**src/rtl/serial_add_ctrl.sv**
```systemverilog
// ---------------------------------------------------------------------------
// serial_add_ctrl
//
// Bit-serial adder with start/busy/done handshake. Computes a + b + cin one
// full-adder bit per clock, LSB first, through a single carry flop. The
// result register fills from the MSB side. When the last bit is done, it is
// copied to sum/cout and done pulses for one cycle.
//
// Optional feature (compile-time macro SERIAL_ADD_SUB_EN):
//   Adds input 'sub'. When sub=1 on an accepted start, ~b is loaded and the
//   carry flop is forced to 1, so the result is a - b. In that case cout=1
//   means no borrow. Without the macro the port does not exist and the block
//   only adds.
//
// Ports
//   clk    in   single clock, rising edge
//   rst_n  in   asynchronous active-low reset
//   start  in   request a new operation (ignored while busy)
//   a, b   in   WIDTH-bit operands, sampled on an accepted start
//   cin    in   carry-in, sampled on an accepted start
//   sub    in   (SERIAL_ADD_SUB_EN only) subtract select, sampled on start
//   busy   out  high while the serial loop is running
//   done   out  one-cycle pulse when sum/cout are written
//   sum    out  WIDTH-bit registered result (wraps modulo 2^WIDTH)
//   cout   out  registered carry out of bit WIDTH-1
// ---------------------------------------------------------------------------
module serial_add_ctrl #(
    parameter int unsigned WIDTH = 8
) (
    input  logic             clk,
    input  logic             rst_n,
    input  logic             start,
    input  logic [WIDTH-1:0] a,
    input  logic [WIDTH-1:0] b,
    input  logic             cin,
`ifdef SERIAL_ADD_SUB_EN
    input  logic             sub,
`endif
    output logic             busy,
    output logic             done,
    output logic [WIDTH-1:0] sum,
    output logic             cout
);

    // The counter must be able to hold the value WIDTH.
    localparam int unsigned CW = $clog2(WIDTH + 1);

    typedef enum logic [1:0] {
        StIdle,
        StRun,
        StDone
    } state_e;

    state_e           state_q;
    logic [WIDTH-1:0] a_q;
    logic [WIDTH-1:0] b_q;
    logic [WIDTH-1:0] res_q;
    logic             carry_q;
    logic [CW-1:0]    cnt_q;

    logic             s_bit;
    logic             c_next;
    logic [WIDTH-1:0] res_next;
    logic             last_bit;
    logic             accept;
    logic [WIDTH-1:0] b_load;
    logic             c_load;

    // Select the operand and carry values that are loaded on an accepted start.
    always_comb begin
        b_load = b;
        c_load = cin;
`ifdef SERIAL_ADD_SUB_EN
        // Two's-complement subtract: a + ~b + 1. cin is ignored here.
        if (sub) begin
            b_load = ~b;
            c_load = 1'b1;
        end
`endif
    end

    // One full-adder slice working on the current LSBs.
    assign s_bit    = a_q[0] ^ b_q[0] ^ carry_q;
    assign c_next   = (a_q[0] & b_q[0]) | (carry_q & (a_q[0] ^ b_q[0]));
    assign res_next = {s_bit, res_q[WIDTH-1:1]};

    // The counter still holds WIDTH-1 on the edge that computes the last bit.
    assign last_bit = (cnt_q == CW'(WIDTH - 1));

    // A start is taken in IDLE or DONE. A start seen in RUN has no effect.
    assign accept   = start && (state_q != StRun);

    always_ff @(posedge clk or negedge rst_n) begin
        if (!rst_n) begin
            state_q <= StIdle;
            a_q     <= '0;
            b_q     <= '0;
            res_q   <= '0;
            carry_q <= 1'b0;
            cnt_q   <= '0;
            busy    <= 1'b0;
            done    <= 1'b0;
            sum     <= '0;
            cout    <= 1'b0;
        end else begin
            done <= 1'b0;
            if (accept) begin
                a_q     <= a;
                b_q     <= b_load;
                carry_q <= c_load;
                cnt_q   <= '0;
                busy    <= 1'b1;
                state_q <= StRun;
            end else begin
                unique case (state_q)
                    StIdle: ;
                    StRun: begin
                        res_q   <= res_next;
                        carry_q <= c_next;
                        a_q     <= {1'b0, a_q[WIDTH-1:1]};
                        b_q     <= {1'b0, b_q[WIDTH-1:1]};
                        cnt_q   <= cnt_q + CW'(1);
                        if (last_bit) begin
                            // Publish the finished word. sum/cout are written only here.
                            sum     <= res_next;
                            cout    <= c_next;
                            done    <= 1'b1;
                            busy    <= 1'b0;
                            state_q <= StDone;
                        end
                    end
                    StDone: state_q <= StIdle;
                    default: begin
                        state_q <= StIdle;
                        busy    <= 1'b0;
                    end
                endcase
            end
        end
    end

endmodule

```
**config.mk**
```make
export PLATFORM = sky130hd
export DESIGN_NAME = serial_add_ctrl
export DESIGN_NICKNAME = d
export VERILOG_FILES = /design/src/rtl/serial_add_ctrl.sv
export SDC_FILE = /design/constraint.sdc
export NUM_CORES = 1
export LEC_CHECK = 0
export ABC_AREA = 1
export BUFFER_PORTS_ARGS = -buffer_cell sky130_fd_sc_hd__buf_2
export CAP_MARGIN = 20
export CORE_MARGIN = 10
export CORE_UTILIZATION = 50
export CTS_BUF_LIST = sky130_fd_sc_hd__clkbuf_4 sky130_fd_sc_hd__clkbuf_8
export DETAILED_ROUTE_END_ITERATION = 8
export GPL_TIMING_DRIVEN = 0
export PLACE_DENSITY = 0.75
export SETUP_SLACK_MARGIN = 0.2
export SLEW_MARGIN = 40
export SYNTH_ARGS = -nofsm -noshare
export SYNTH_HDL_FRONTEND = slang
export SYNTH_SLANG_ARGS = --single-unit
export TNS_END_PERCENT = 30
```
**constraint.sdc**
```tcl
create_clock -name clk -period 1.3 [get_ports clk]
set_clock_uncertainty 0.15 [all_clocks]
set_input_delay 0.195 -clock clk [delete_from_list [all_inputs] [get_ports clk]]
set_output_delay 0.195 -clock clk [all_outputs]
set_load 0.03 [all_outputs]
```
; Yosys cells after proc, flatten, opt, wreduce, memory -nomap -nowiden
; Cells that the tools add are included.
; W data, S select, Z words.
[totals]
register_bits = 42
in_bits = 20
out_inout_bits = 11
word_cells = 49
[op_classes]
addsub = 1
eq_ne = 7
mux = 17
n_bitwise = 6
n_reduce_logical = 8
[op_table]
columns = operator, n
row1 = $mux W8, 4
row2 = $mux W4, 2
row3 = $mux W1, 7
row4 = $reduce_and A2 Y1, 3
row5 = $add A4 B1 Y4 const B, 1
row6 = $eq A4 B3 Y1 const B, 1
row7 = $mux W2, 2
row8 = $ne A2 B1 Y1 const B, 2
row9 = $pmux W2 S2, 1
row10 = $ne A3 B3 Y1 const B, 1
row11 = $reduce_and A3 Y1, 1
row12 = $and A1 B1 Y1, 2
row13 = $eq A2 B1 Y1 const B, 1
row14 = $eq A2 B2 Y1 const B, 1
row15 = $logic_not A2 Y1, 1
row16 = $ne A2 B2 Y1 const B, 1
row17 = $pmux W1 S2, 1
row18 = $reduce_bool A2 Y1, 1
row19 = $reduce_or A2 Y1, 1
row20 = $xor A1 B1 Y1, 2
row21 = $logic_and A1 B1 Y1, 1
row22 = $not A1 Y1, 1
row23 = $or A1 B1 Y1, 1

; Logic depth before layout (Yosys ltp)
; Gate-level depths: netlist of the first run.
[logic_depth]
word_depth = 5
ltp_mapped = 7
ltp_nobuf = 7

; Worst setup path before layout of the first run
; Ideal clock, no wire load.
[synth_timing]
path_type = flip-flop to flip-flop
startpoint = register cnt_q[0]
endpoint = register cout
setup_ns = 0.117
arrival_ns = 1.069
required_time_ns = 1.033
path_slack_ns = -0.035
stages_incl_launch_ff = 8
n_path_buf = 1
period_less_slack_ns = 1.335
path_cell_list = dfrtp_1 ha_1 nand2_1 nor2_1 nand2_2 buf_6 nand2_1 nand2_1
[synth_between]
elab_chain_cells = 2
[synth_rtl]
columns = item, line_no
row1 = "start, declared", 59  ; logic [CW-1:0] cnt_q;
row2 = "start signal, assigned", 122  ; cnt_q <= cnt_q + CW'(1);
row3 = $eq A4 B3 Y1, 88  ; assign last_bit = (cnt_q == CW'(WIDTH - 1));
row4 = $reduce_and A3 Y1 (no source line), -
row5 = "end signal, assigned", 126  ; cout <= c_next;
row6 = "end, declared", 42  ; output logic cout
; Every way passes these cells.
; A chain may end at the register's enable or synchronous reset.

; Final worst setup path of the first run
[layout_timing]
startpoint = register a_q[0]
endpoint = register sum[7]
[layout_between]
elab_chain_cells = 2
[layout_rtl]
columns = item, line_no
row1 = "start, declared", 55  ; logic [WIDTH-1:0] a_q;
row2 = "start signal, assigned", 120  ; a_q <= {1'b0, a_q[WIDTH-1:1]};
row3 = $xor A1 B1 Y1 (2 in series), 83  ; assign s_bit = a_q[0] ^ b_q[0] ^ carry_q;
row4 = named net s_bit, 61  ; logic s_bit;
row5 = "end signal, assigned", 125  ; sum <= res_next;
row6 = "end, declared", 41  ; output logic [WIDTH-1:0] sum,
; The timed path passes the listed nets, and every way through them passes these cells.

==> results of run 1 <==
[per-stage QoR]
stage	hold slack (ns)	std cells	utilization
2_1_floorplan	-0.2506	188	-
3_3_place_gp	0.2182	264	0.5752
3_5_place_dp	0.05107	264	0.5760
4_1_cts	0.06210	297	0.7154
5_1_grt	0.1406	305	0.7702
6_report	0.1274	305	0.7702
[kinds of logic after synthesis]
family	share of synthesized area
simple gates	0.2574
flops	0.6047
buf+inv	0.06268
compound gates	0.05605
fa+ha+maj	0.01917
[repair_timing]
item / in CTS / in global routing
pin swaps: 16 / 10
hold endpoints to repair: 58 / 0
setup endpoints to repair: 52 / 52
cloned: 1 / 1
buffers inserted: 6 / 7
resized for setup: 43 / 29
hold buffers: 18 / 0
[flip-flops by register name, indices dropped and copies added, names as in the netlist]
| name | cells |
|---|---|
| a_q | 8 |
| b_q | 8 |
| busy | 1 |
| carry_q | 1 |
| cnt_q | 4 |
| cout | 1 |
| done | 1 |
| res_q | 7 |
| state_q | 2 |
| sum | 8 |
[routing by layer]
layer / global-route usage / share of wire / vias to the layer above
met4: 0.06452 / 0.038 / 0
met3: 0.03531 / 0.058 / 19
met1: 0.1568 / 0.39 / 736
li1: - / - / 730
met5: 0 / 0 / -
met2: 0.2113 / 0.51 / 46
[how the worst max path moves through the flow]
stage	start	to	slack (ns)	cells after the start
CTS	cnt_q[0]$_DFFE_PN0P_	sum[6]$_DFFE_PN0P_	-0.06	7
detailed placement	cnt_q[0]$_DFFE_PN0P_	cout$_DFFE_PN0P_	-0.15	7
floorplan	cnt_q[0]$_DFFE_PN0P_	cout$_DFFE_PN0P_	-0.04	7
global route	cnt_q[0]$_DFFE_PN0P_	sum[7]$_DFFE_PN0P_	-0.18	6
global placement	cnt_q[0]$_DFFE_PN0P_	cout$_DFFE_PN0P_	-0.15	7
finish	a_q[0]$_DFFE_PN0P_	sum[7]$_DFFE_PN0P_	-0.13	3
[critical path, cell delays in order (launching register included)]
cell and delay (ns):
dfrtp_1 0.45, fa_1 0.59, inv_2 0.06, o21ai_2 0.11
[cell type report]
cell class / count / area (um2)
buffer: 6 / 75.07
clock buffer: 6 / 51.30
clock inverter: 2 / 37.54
fill: 219 / 760.7
inverter: 15 / 61.31
multi-input combinational: 126 / 704.4
sequential: 41 / 1026
tap: 46 / 57.56
timing repair buffer: 63 / 536.8
[placed cells by master (no fill, tap or decap), types with 4 or more instances in the layout]
cell           Yosys  routed
buf_2              2      23
buf_4              2      10
buf_6              2      13
clkbuf_4           0       5
dfrtp_1           41      41
dlygate4sd3_1      0      18
inv_1             11       9
inv_2              3       5
nand2_1           79      57
nand2_2            3      22
nand3_1           16       7
nand3_2            0       9
nor2_1             5       4
o21ai_0            7       4
o21ai_1           10       9
o21ai_2            0       4
[power breakdown]
group	switching (W)	total, W	leakage, nW	internal (W)
Sequential	0.000331	0.00209	0.529	0.00176
Clock	0.000432	0.000889	0.0445	0.000457
Combinational	0.00141	0.00260	0.753	0.00119
==> results.toml, run 1 <==
[floorplan]
num_rows = 21
die_w_um = 78.25
io_pins = 31
die_y_um = 78.25
coreArea_mm2 = 0.003311
dieArea_mm2 = 0.006123
initial_core_util = 0.5125

[finish]
layout-drive-gt1-share = 0.4131
syn_to_final_growth_pct = 50.30
diodes = 0
design_area_mm2 = 0.002550
nNetsFinal = 280

[drt]
drtIter0Drc = 87
via_per_inst = 5.020
drc = 0
wl_per_cell_um = 14.24
ant_nets = 0
routed_wl_mm = 4.343
dr_total_vias = 1531
drt_pass1_iterations = 4

[global_route]
grt_pass1_wl_mm = 6.665
antenna_found_initial = 0
grt-ovfl-total = 0
grt_pass1_vias = 1510
grt.total_usage = 0.1305
grt_max_degree = 42

[power_and_ir_drop]
finalPower_w = 0.005583
ir_worst_vdd_v = 0.001311
p_leak_nw = 1.327
power.density_mw_per_mm2 = 2190

[status]
status = "finished with violations"
violations = "negative setup slack"

[clocking]
root_buffer = "clkbuf_4"
cts.sinks = 41
numCtsBuffers = 5
cts_buffer_depth = 2
cts_tree = "yes"
cts.clk_slew.worst_paths_ns = 0.13
insertion_delay_ns = 0.36
htreeDepth = 2

[synth]
synthTopCellsByArea = "dfrtp_1 60%, nand2_1 17%, nand3_1 4.7%"
synthDominantCellAreaShare = 0.6047
netlist_instances = 188
yosysTopAreaCell = "dfrtp_1"
ys_warn_count = 0
synthDistinctLibCells = 17
ys_seq_area_frac = 0.6047
yosysMostFrequentCell = "nand2_1"
synth-async-reset-ratio = 1.000
synth_common_cells = "79 x nand2_1, 41 x dfrtp_1, 16 x nand3_1, 11 x inv_1, 10 x o21ai_1"
syn_area_per_cell_um2 = 9.025
synthFlopType = "dfrtp_1"
syn_area_mm2 = 0.001697
synth_edf_count = 0
syn_nets = 210
ys_ff_latch = 41

[sta]
slew_violations = 0
hold_viol_final = 0
fmax_mhz = 700.6
setup_slack_ns = -0.1274
rsz0062_at_grt = "true"
final.period_utilization = 1.098
worst_pin_slew_ns = 0.4993
final-setup-viol-count = 24
tns_ns = -1.342
post-route-min-period_ns = 1.427
slew-limit-headroom = 0.6671

[setup_path]
timing.rr.end = "sum[7]$_DFFE_PN0P_"
critPathKind = "register to register"
critPathRequiredTime_ns = 1.44
worst_r2r_path_depth = 3
regToRegStartpoint = "a_q[0]$_DFFE_PN0P_"
worstPathArrival_ns = 1.57
cp-start-kind = "register"
r2r_setup_slack_ns = -0.13
cp_max_fo = 2
end_kind = "register"

[place]
pre_cts_ws_ns = -0.1547
portBuffers = 30
routabilityCongestion = 0.7546
dpl.hpwl_mm = 2.272
dpl-instance-area_mm2 = 0.001907

[hold_path]
hold_depth = 4
hold_class = "input port to register"
min_from = "start"
min_to = "cnt_q[3]$_DFFE_PN0P_"

[run]
max_cap_viol_count = 0
Note: power is estimated with default switching activity, not from simulation.
==> inputs of run 2 (changes only) <==
- CORE_UTILIZATION: 50 -> 25
- HOLD_SLACK_MARGIN: default -> 0.03
- PLACE_DENSITY: 0.75 -> 0.43
==> results.toml, run 2 (same netlist as run 1, synthesis figures left out) <==
[finish]
nNetsFinal = 296
final_cell_mix = "50 x nand2_1, 41 x dfrtp_1, 22 x nand2_2, 22 x buf_2"
fillers = 618
syn_to_final_growth_pct = 69.40
diodes = 0
layout-drive-gt1-share = 0.4727
top_regs = "a_q (8), b_q (8), sum (8)"
mostFrequentLayoutCell = "nand2_1"

[place]
portBuffers = 30
pre_cts_ws_ns = -0.2214
dpl.hpwl_mm = 2.576
routabilityCongestion = 0.6994

[global_route]
grt-ovfl-total = 0
grt.total_usage = 0.09192
grt_max_degree = 42
grt_pass1_vias = 1619
antenna_found_initial = 0
grt_pass1_wl_mm = 7.645

[clocking]
insertion_delay_ns = 0.29
htreeDepth = 2
numCtsBuffers = 5
cts_tree = "yes"
cts.clk_slew.worst_paths_ns = 0.08
root_buffer = "clkbuf_8"
cts_buffer_depth = 2
cts.sinks = 41

[run]
max_cap_viol_count = 0

[sta]
final-setup-viol-count = 30
final.period_utilization = 1.046
holdWs_ns = 0.2074
hold_viol_final = 0
slew-limit-headroom = 0.6438
rsz0062_at_grt = "true"
worst_pin_slew_ns = 0.5343
slew_violations = 0
fmax_mhz = 735.2
setup_slack_ns = -0.06026
post-route-min-period_ns = 1.360

[floorplan]
coreArea_mm2 = 0.006459
initial_core_util = 0.2627
die_w_um = 102.4
io_pins = 31
dieArea_mm2 = 0.01048
die_y_um = 102.4
num_rows = 29

[drt]
via_per_inst = 4.230
dr_total_vias = 1489
wl_per_cell_um = 12.58
drt_pass1_iterations = 4
drc = 0
routed_wl_mm = 4.429
drtIter0Drc = 29
ant_nets = 0

[setup_path]
cp-start-kind = "register"
critPathRequiredTime_ns = 1.33
cp_max_fo = 4
r2r_setup_slack_ns = -0.06
worstPathArrival_ns = 1.39
critPathKind = "register to register"
end_kind = "register"

[status]
status = "finished with violations"
violations = "negative setup slack"

[power_and_ir_drop]
p_leak_nw = 1.483
power.density_mw_per_mm2 = 2156
ir_worst_vdd_v = 0.0007849

[hold_path]
hold_class = "input port to register"
run 2: cell count changes in the layout (fill, tap and decap cells not counted), moves of 2 or more:
cell and delta:
nand2_1 -7, buf_16 +2, buf_12 +2, nand2_4 +7, o21ai_1 +4, buf_4 +8
clkbuf_4 -5, buf_6 +4, o21ai_0 -4, clkbuf_8 +6
run 2: cell type report:
cell class                 count  area (um2)  share of cell area
buffer                         6       78.83             0.02743
clock buffer                   7       96.34             0.03352
clock inverter                 1       5.005            0.001741
inverter                      15       63.81             0.02220
multi-input combinational    127       789.5              0.2747
sequential                    41        1026              0.3570
tap                           77       96.34             0.03352
timing repair buffer          78       718.2              0.2499
run 2: power breakdown:
part | switching, W | internal [W] | leakage [nW]
sequential | 0.000354 | 0.00177 | 0.529
clock | 0.000439 | 0.000480 | 0.0542
combinational | 0.00155 | 0.00161 | 0.900
total | 0.00234 | 0.00386 | 1.48
run 2: worst paths after layout:
path / start / end / depth (start not counted)
max: state_q[0]$_DFFE_PN0P_ / busy$_DFFE_PN0P_ / 7
min: start / cnt_q[3]$_DFFE_PN0P_ / 4
max reg2reg: state_q[0]$_DFFE_PN0P_ / busy$_DFFE_PN0P_ / 7
min reg2reg: cout$_DFFE_PN0P_ / cout$_DFFE_PN0P_ / 2
max in group asynchronous: rst_n / a_q[5]$_DFFE_PN0P_ / 2
min in group asynchronous: rst_n / cout$_DFFE_PN0P_ / 2
run 2: layer usage:
layer,share of wire,wire [um],up-vias,global-route usage
met3,0.039,172,6,0.02834
met2,0.48,2139,24,0.1432
met4,0.012,53,0,0.02603
met1,0.47,2064,699,0.1201
met5,0,0,-,0
li1,-,-,760,-
run 2: worst max-delay path, stage by stage (launching register included):
cell	delay [ns]
dfrtp_1	0.42
buf_6	0.13
buf_6	0.11
nand2_8	0.06
nand2_4	0.07
buf_4	0.15
nand2_1	0.08
a21oi_1	0.07
run 2: repair_timing:
item	CTS	global route
setup buffers	22	4
pin swaps	23	10
hold buffers	18	0
gates cloned	5	0
setup endpoints to repair	52	52
resized for setup	69	36
endpoints found under the hold margin	58	0
run 2: per-stage QoR:
step | total power (W) | cell area, um2 | std cells | setup TNS (ns) | util
after floorplan | 0.003260 | 1697 | 188 | -0.1963 | -
after global placement | 0.003755 | 1943 | 295 | -3.271 | 0.3009
after detailed placement | 0.003771 | 1946 | 295 | -3.341 | 0.3012
after CTS | 0.005928 | 2718 | 348 | -1.589 | 0.4208
after global routing | 0.006661 | 2874 | 352 | -3.120 | 0.4450
final | 0.006195 | 2874 | 352 | -1.056 | 0.4450
